===== src/rtl/decode_stage.sv =====
// RV32I decode stage: field extraction, immediate build and illegal-encoding detection,
// registered behind a 2-entry skid buffer with valid/ready on both sides and flush.
module decode_stage #(
  parameter int XLEN = 32,
  parameter int PC_W = 32
) (
  input  logic            clk,
  input  logic            rst,
  input  logic            flush,
  input  logic            in_valid,
  output logic            in_ready,
  input  logic [31:0]     in_instr,
  input  logic [PC_W-1:0] in_pc,
  output logic            out_valid,
  input  logic            out_ready,
  output logic [PC_W-1:0] out_pc,
  output logic [6:0]      opcode,
  output logic [4:0]      rd,
  output logic [4:0]      rs1,
  output logic [4:0]      rs2,
  output logic [2:0]      fn3,
  output logic            fn7_5,
  output logic [XLEN-1:0] imm,
  output logic [2:0]      fmt,
  output logic            illegal
);

  localparam logic [2:0] FMT_R    = 3'd0;
  localparam logic [2:0] FMT_I    = 3'd1;
  localparam logic [2:0] FMT_S    = 3'd2;
  localparam logic [2:0] FMT_B    = 3'd3;
  localparam logic [2:0] FMT_U    = 3'd4;
  localparam logic [2:0] FMT_J    = 3'd5;
  localparam logic [2:0] FMT_NONE = 3'd7;

  typedef struct packed {
    logic [PC_W-1:0] pc;
    logic [6:0]      opcode;
    logic [4:0]      rd;
    logic [4:0]      rs1;
    logic [4:0]      rs2;
    logic [2:0]      fn3;
    logic            fn7_5;
    logic [XLEN-1:0] imm;
    logic [2:0]      fmt;
    logic            illegal;
  } entry_t;

  typedef enum logic [1:0] {EMPTY, ONE, TWO} state_t;

  state_t      state, state_nxt;
  entry_t      dec, out_q, skid_q;
  logic [2:0]  f;
  logic [31:0] imm32;
  logic        in_xfer, out_xfer;
  logic        ld_out_dec, ld_out_skid, ld_skid;
  logic        in_ready_q;

  // Every listed opcode ends in 2'b11, so a bad instr[1:0] falls through to NONE.
  always_comb begin
    f = FMT_NONE;
    case (in_instr[6:0])
      7'b0110011: f = (in_instr[31:25] == 7'b0000000 || in_instr[31:25] == 7'b0100000) ? FMT_R : FMT_NONE;
      7'b0010011,
      7'b0000011: f = FMT_I;
      7'b1100111: f = (in_instr[14:12] == 3'b000) ? FMT_I : FMT_NONE;
      7'b0100011: f = FMT_S;
      7'b1100011: f = FMT_B;
      7'b0110111,
      7'b0010111: f = FMT_U;
      7'b1101111: f = FMT_J;
      default:    f = FMT_NONE;
    endcase
  end

  always_comb begin
    imm32       = '0;
    dec         = '0;
    dec.pc      = in_pc;
    dec.opcode  = in_instr[6:0];
    dec.fmt     = f;
    dec.illegal = (f == FMT_NONE);
    case (f)
      FMT_R: begin
        dec.rd    = in_instr[11:7];
        dec.rs1   = in_instr[19:15];
        dec.rs2   = in_instr[24:20];
        dec.fn3   = in_instr[14:12];
        dec.fn7_5 = in_instr[30];
      end
      FMT_I: begin
        dec.rd    = in_instr[11:7];
        dec.rs1   = in_instr[19:15];
        dec.fn3   = in_instr[14:12];
        // slli/srli/srai carry the arithmetic-shift select in instr[30]
        dec.fn7_5 = (in_instr[6:0] == 7'b0010011 && in_instr[13:12] == 2'b01) ? in_instr[30] : 1'b0;
        imm32     = {{20{in_instr[31]}}, in_instr[31:20]};
      end
      FMT_S: begin
        dec.rs1 = in_instr[19:15];
        dec.rs2 = in_instr[24:20];
        dec.fn3 = in_instr[14:12];
        imm32   = {{20{in_instr[31]}}, in_instr[31:25], in_instr[11:7]};
      end
      FMT_B: begin
        dec.rs1 = in_instr[19:15];
        dec.rs2 = in_instr[24:20];
        dec.fn3 = in_instr[14:12];
        imm32   = {{19{in_instr[31]}}, in_instr[31], in_instr[7], in_instr[30:25], in_instr[11:8], 1'b0};
      end
      FMT_U: begin
        dec.rd = in_instr[11:7];
        imm32  = {in_instr[31:12], 12'b0};
      end
      FMT_J: begin
        dec.rd = in_instr[11:7];
        imm32  = {{11{in_instr[31]}}, in_instr[31], in_instr[19:12], in_instr[20], in_instr[30:21], 1'b0};
      end
      default: ;
    endcase
    dec.imm       = {XLEN{imm32[31]}};
    dec.imm[31:0] = imm32;
  end

  assign in_ready  = in_ready_q;
  assign out_valid = (state != EMPTY);
  assign in_xfer   = in_valid && in_ready_q;
  assign out_xfer  = out_valid && out_ready;

  always_comb begin
    state_nxt   = state;
    ld_out_dec  = 1'b0;
    ld_out_skid = 1'b0;
    ld_skid     = 1'b0;
    case (state)
      EMPTY: if (in_xfer) begin
        state_nxt  = ONE;
        ld_out_dec = 1'b1;
      end
      ONE: begin
        if (in_xfer && out_xfer) begin
          ld_out_dec = 1'b1;
        end else if (in_xfer) begin
          state_nxt = TWO;
          ld_skid   = 1'b1;
        end else if (out_xfer) begin
          state_nxt = EMPTY;
        end
      end
      TWO: if (out_xfer) begin
        state_nxt   = ONE;
        ld_out_skid = 1'b1;
      end
      default: state_nxt = EMPTY;
    endcase
    if (flush) begin
      state_nxt   = EMPTY;
      ld_out_dec  = 1'b0;
      ld_out_skid = 1'b0;
      ld_skid     = 1'b0;
    end
  end

  always_ff @(posedge clk) begin
    if (rst) begin
      state      <= EMPTY;
      in_ready_q <= 1'b1;
      out_q      <= '0;
      skid_q     <= '0;
    end else begin
      state      <= state_nxt;
      in_ready_q <= (state_nxt != TWO);
      if (ld_out_dec)       out_q <= dec;
      else if (ld_out_skid) out_q <= skid_q;
      if (ld_skid)          skid_q <= dec;
    end
  end

  assign out_pc  = out_q.pc;
  assign opcode  = out_q.opcode;
  assign rd      = out_q.rd;
  assign rs1     = out_q.rs1;
  assign rs2     = out_q.rs2;
  assign fn3     = out_q.fn3;
  assign fn7_5   = out_q.fn7_5;
  assign imm     = out_q.imm;
  assign fmt     = out_q.fmt;
  assign illegal = out_q.illegal;

endmodule

===== config.mk =====
export PLATFORM = sky130hd
export DESIGN_NAME = decode_stage
export DESIGN_NICKNAME = d
export VERILOG_FILES = /design/src/rtl/decode_stage.sv
export SDC_FILE = /design/constraint.sdc
export NUM_CORES = 1
export LEC_CHECK = 0
export CELL_PAD_IN_SITES_DETAIL_PLACEMENT = 1
export CELL_PAD_IN_SITES_GLOBAL_PLACEMENT = 1
export CORE_MARGIN = 2
export CORE_UTILIZATION = 43
export CTS_BUF_LIST = sky130_fd_sc_hd__clkbuf_8
export CTS_CLUSTER_SIZE = 8
export DETAILED_ROUTE_END_ITERATION = 8
export PLACE_DENSITY_LB_ADDON = 0.25
export SLEW_MARGIN = 20
export SYNTH_ARGS = -nofsm -noshare
export SYNTH_HDL_FRONTEND = slang
export SYNTH_SLANG_ARGS = --single-unit

===== constraint.sdc =====
create_clock -name clk -period 3.7 [get_ports clk]
set_clock_uncertainty 0.2 [all_clocks]
set_input_delay 0.74 -clock clk [delete_from_list [all_inputs] [get_ports clk]]
set_output_delay 0.74 -clock clk [all_outputs]
set_load 0.05 [all_outputs]

# After elaboration in Yosys (flattened, before gate mapping)
# Cells that the tools add are included.
[classes]
n_reduce_logical = 16
n_mux = 29
n_eq_ne = 20
[ops]
columns = ["cell", "count"]
rows = [
  ["$mux 94", 2],
  ["$pmux 32 s5", 1],
  ["$eq 7x6->1 const B", 4],
  ["$eq 7x7->1 const B", 3],
  ["$pmux 3 s7", 1],
  ["$mux 5", 3],
  ["$eq 7x5->1 const B", 2],
  ["$mux 2", 6],
  ["$mux 1", 10],
  ["$eq 3x3->1 const B", 3],
  ["$mux 3", 3],
  ["$reduce_or 4->1", 2],
  ["$eq 7x2->1 const B", 1],
  ["$logic_not 7->1", 1],
  ["$eq 3x2->1 const B", 2],
  ["$logic_not 3->1", 2],
  ["$pmux 2 s3", 1],
  ["$eq 2x1->1 const B", 2],
  ["$logic_and 1x1->1", 4],
  ["$pmux 1 s2", 2],
  ["$reduce_bool 2->1", 2],
  ["$reduce_or 2->1", 2],
  ["$eq 3x1->1 const B", 1],
  ["$reduce_or 3->1", 1],
  ["other kinds (4)", 4],
]
[totals]
elab_cells = 87
output_inout_bits = 96
reg_bits = 191

# Longest topological paths before layout
[logic_depth]
word_depth = 8
depth_mapped = 7
ltp_nobuf = 5

# Least setup slack after synthesis
# Ideal clock, no wire load.
[synth_path]
path_kind = "input to register"
from = "input in_instr[4]"
to = "register skid_q[15] in the netlist's numbering"
path_buffers = 1
required_ns = 3.363
setup_slack_ns = 0.997
t_arrival_ns = 2.366
setup_time_ns = 0.137
cell_stages = 6
cell_sequence = "buf_2 -> nand4b_1 -> o32ai_4 -> mux2_2 -> a221oi_1 -> a211oi_1"
[synth_via]
elab_chain_len = 5
elab_cells_between_ends = 18
cone_classes = "eq/ne: 14; mux: 2; reduce/logical: 2"
[synth_rtl]
columns = ["element", "line_no", "text"]
rows = [
  ["start: declaration", "12", "input logic [31:0] in_instr,"],
  ["$eq 7x6->1, or another cell as far along", "62", "case (in_instr[6:0])"],
  ["$reduce_or 2->1", "62", ""],
  ["$pmux 3 s7 *", "62", ""],
  ["$eq 3x3->1, or another cell as far along", "83", "case (f)"],
  ["$pmux 32 s5 *", "83", ""],
  ["end signal: assignment", "169", "skid_q <= '0;"],
  ["end signal: assignment", "175", "if (ld_skid) skid_q <= dec;"],
  ["end: declaration", "52", "entry_t dec, out_q, skid_q;"],
]
# Mark *: on every way between the ends. The rest lies on a longest branch, timed or not.
# A chain may end at the register's enable or synchronous reset.

# Worst setup path in the final report
[layout_path]
from = "input in_instr[4]"
to = "register out_q (netlist bit imm[27])"
[layout_via]
elab_chain_len = 6
elab_cells_between_ends = 19
cone_classes = "eq/ne: 14; mux: 3; reduce/logical: 2"
[layout_rtl]
columns = ["element", "line_no", "text"]
rows = [
  ["$eq 7x6->1, or another cell as far along", "62", ""],
  ["$reduce_or 2->1", "62", ""],
  ["$pmux 3 s7 *", "62", ""],
  ["$eq 3x3->1, or another cell as far along", "83", ""],
  ["$pmux 32 s5 *", "83", ""],
  ["$mux 94 *", "173", "if (ld_out_dec) out_q <= dec;"],
  ["end signal: assignment", "174", "else if (ld_out_skid) out_q <= skid_q;"],
  ["end: declaration", "52", ""],
]
# Marked as above.

==> impl_results.md <==
* CTS resizes at 0
* Peak supply drop at 0.209 mV
* Worst hold path class: flip-flop to flip-flop
* Setup crit end kind: flip-flop
* CTS tree: done
* Clk slew on worst S/H paths at 0.09 ns
* Syn nets at 988
* Core area at 18100 µm²
* R2R cell count at 4
* Final std cells w/o fill at 1304
* GP Congestion at 0.803
* Initial antenna violation count at 1
* Slowest stage delay, CP at 0.83 ns
* Mapped Cells at 919
* Clock latency at the later pin of the worst-skew pair at 0.47 ns
* Layout cells sized above 1 at 0.0967
* Flops & latches, synth at 191
* Post-route cell area at 10300 µm²
* PD cells at 404 nW/µm²
* Hold EP: skid_q[43]
* Flop2flop setup slack at 1.08 ns
* Pins over their slew limit at 0
* Post-synth EDFFs at 0
* Final Net Count at 1132
* Worst Tran Pin Value at 1.02 ns
* Sequential-to-total area share from yosys stat at 0.479
* Status: finished clean
* DP HPWL at 17.2 mm
* Dpl cell area at 9960 µm²
* Hold Path Cell Cnt at 2
* IO Count at 165
* Vias in the first global route at 7494
* Setup violators final at 0
* Post-synth cell types at 60
* Hold buffers post-CTS at 0
* Peak Freq at 304 MHz
* Chip Width at 140 µm
* Final Hold Fails at 0
* CTS Buf Count at 17
* Die height at 140 µm
* Crit path time final at 3.29 ns
* Final core occ at 0.572
* Drt pass-1 iters at 5
* Setup Crit Path Kind: input pin to flip-flop
* Pin count of the biggest net entering global routing at 63
* Ys flop type: dfxtp_1
* Total power at 4.18 mW
* Drt total wl at 24.9 mm
* CTS Buffer Depth at 2
* Starting Density at 0.441
* Fin crit share at 0.890
* Ant. Diodes at 0
* Synth area leaders: dfxtp_1, nand2_1, a21oi_1
* RSZ-0062 raised after global routing: false
* DRC Markers at 0
* Reg-to-Reg Start: state[1]
* Synth area leader: dfxtp_1
* Root buf cell: clkbuf_8
* CP Max Fanout at 11
* Mapped Area at 7980 µm²
* H-tree levels at 4
* Max Cap Viol at 0
* DR iter-0 viols at 384
* Async SR Flop Fraction at 0
* Synthesis warning total at 0
* Die Area at 19700 µm²
* Vias per cell at 5.77
* Syn-to-layout area delta at 29.6%
* Avg Cell Area, Syn at 8.68 µm²
* RR Endpoint: imm[27]
* Crit path required time at 3.79 ns
* Routed len/inst at 19.1 µm
* Total track usage at 0.252
* P_leak at 3.56 nW
* Crit path DAT at 3.38 ns
* Post-DRT Antenna Nets at 0
* Share of the synthesized area in the top cell type at 0.479
* Row count at 49
* Hold Crit Start: skid_q[43]
* Slowest cell on crit path: a21oi_1
* CTS sink cnt at 191
* First-pass GRT wire length at 40.0 mm
* Placed insts at 1273
* Post-CTS setup buffers at 0
* Grt ovf at 0
* Max-slew headroom at 0.323
* CP startpoint kind: input pin
* Cells along the critical path: clkdlybuf4s50_1 -> and4b_2 -> a32oi_1 -> a221oi_4 -> a21oi_1 -> a221oi_1
* Total number of vias at 7518
* PortBufs at 164
how the worst max path moves through the flow:
stage | startpoint | to | cells after the start
final | in_instr[4] | imm[27] | 6
after global routing | in_instr[4] | illegal | 7
after CTS | in_instr[2] | skid_q[34] | 6
after detailed placement | in_instr[2] | skid_q[34] | 6
after global placement | in_instr[4] | imm[30] | 6
after floorplan | in_instr[4] | skid_q[15] | 6
routing by layer:
metal  global-route usage  vias up  wire [µm]
li1                     -     3596          -
met5                    0        -         16
met1                0.346     3716      11500
met3               0.0414       24       1090
met2                0.415      180      12000
met4               0.0643        2        274
critical path, delay by kind of cell:
kind,cells,cell delay [ns]
and+or+nand+nor,1,0.29
AOI/OAI and AO/OA,4,1.69
buffers and inverters,1,0.65
area by class of cell:
| class | instances | area [µm²] |
|---|---|---|
| clock buffers | 18 | 248 |
| clock inverters | 13 | 139 |
| fillers | 2117 | 7740 |
| inverters | 4 | 15.0 |
| multi-input cells | 642 | 3830 |
| flip-flops and latches | 191 | 3820 |
| well taps | 229 | 287 |
| repair buffers | 207 | 2000 |
synth_stat cells, types with 2 or more instances:
cell,n
o21ai_0,2
or3_1,3
nor3_1,13
a311oi_1,43
nand4b_1,2
nand2b_1,4
a22o_1,13
buf_1,12
or4_4,2
a32oi_1,3
or2_2,3
a31oi_1,6
and3_1,2
nor2b_1,4
buf_2,8
nor3b_1,2
a211oi_1,29
inv_1,4
and2_1,2
a21o_1,6
o21ai_1,5
a21oi_1,79
nor4_2,2
buf_6,2
a31o_2,7
o31ai_1,2
a221oi_1,25
nand2_1,194
nand3b_1,3
nand3_1,20
nor2_1,87
mux2i_1,36
a32o_1,5
dfxtp_1,191
clkbuf_1,59
nor3_2,2
o2bb2ai_1,14
cells in the final DEF, fill, tap and decap left out, drive strengths merged, types with 3 or more instances in the layout:
cell           synthesis  routed
inv                    4       7
nor2b                  4       4
or2                    3       3
nor2                  87      87
a311oi                43      43
a21o                   6       6
or4                    3       3
a32o                   5       5
a21oi                 79      79
and2                   3       3
o21ai                  7       7
a31o                   7       7
nand2                195     195
nor4                   4       4
dfxtp                191     191
nand3                 20      20
mux2i                 36      36
nand3b                 3       3
nand2b                 4       4
clkbuf                59      18
nor3                  15      15
buf                   23      44
a211oi                29      29
clkinv                 0       4
a31oi                  6       6
clkdlybuf4s50          0     163
or3                    3       3
a221oi                26      26
a22o                  13      13
o2bb2ai               14      14
a32oi                  3       3
clkinvlp               0       4
flip-flops by register name, summed over array words and instances, names as in the netlist, 2 cells and up:
signal,cells
skid_q,94
state,2
rd,5
out_pc,32
opcode,7
fmt,3
rs1,5
rs2,5
fn3,3
imm,32
cell families after synthesis:
group,synth area share
flip-flops,0.479
buffers and inverters,0.0456
multiplexers,0.0466
AND/OR/NAND/NOR,0.197
AO/OA/AOI/OAI,0.231
through the flow:
| stage | TNS (ns) | hold WS (ns) | worst slack, ns |
|---|---|---|---|
| 6_report | 0 | 0.256 | 0.408 |
| 5_1_grt | 0 | 0.278 | 0.212 |
| 4_1_cts | 0 | 0.259 | 0.487 |
| 3_5_place_dp | -0.111 | 0.246 | -0.0412 |
| 3_3_place_gp | 0 | 0.233 | 0.0604 |
| 2_1_floorplan | 0 | 0.225 | 0.997 |
where the power goes:
part	total, mW	internal (mW)	switching, mW
sequential	2.15	2.12	0.0383
clock	1.38	0.616	0.765
combinational	0.642	0.238	0.404
total	4.18	2.97	1.21
Power figures use the tool's default switching activity.
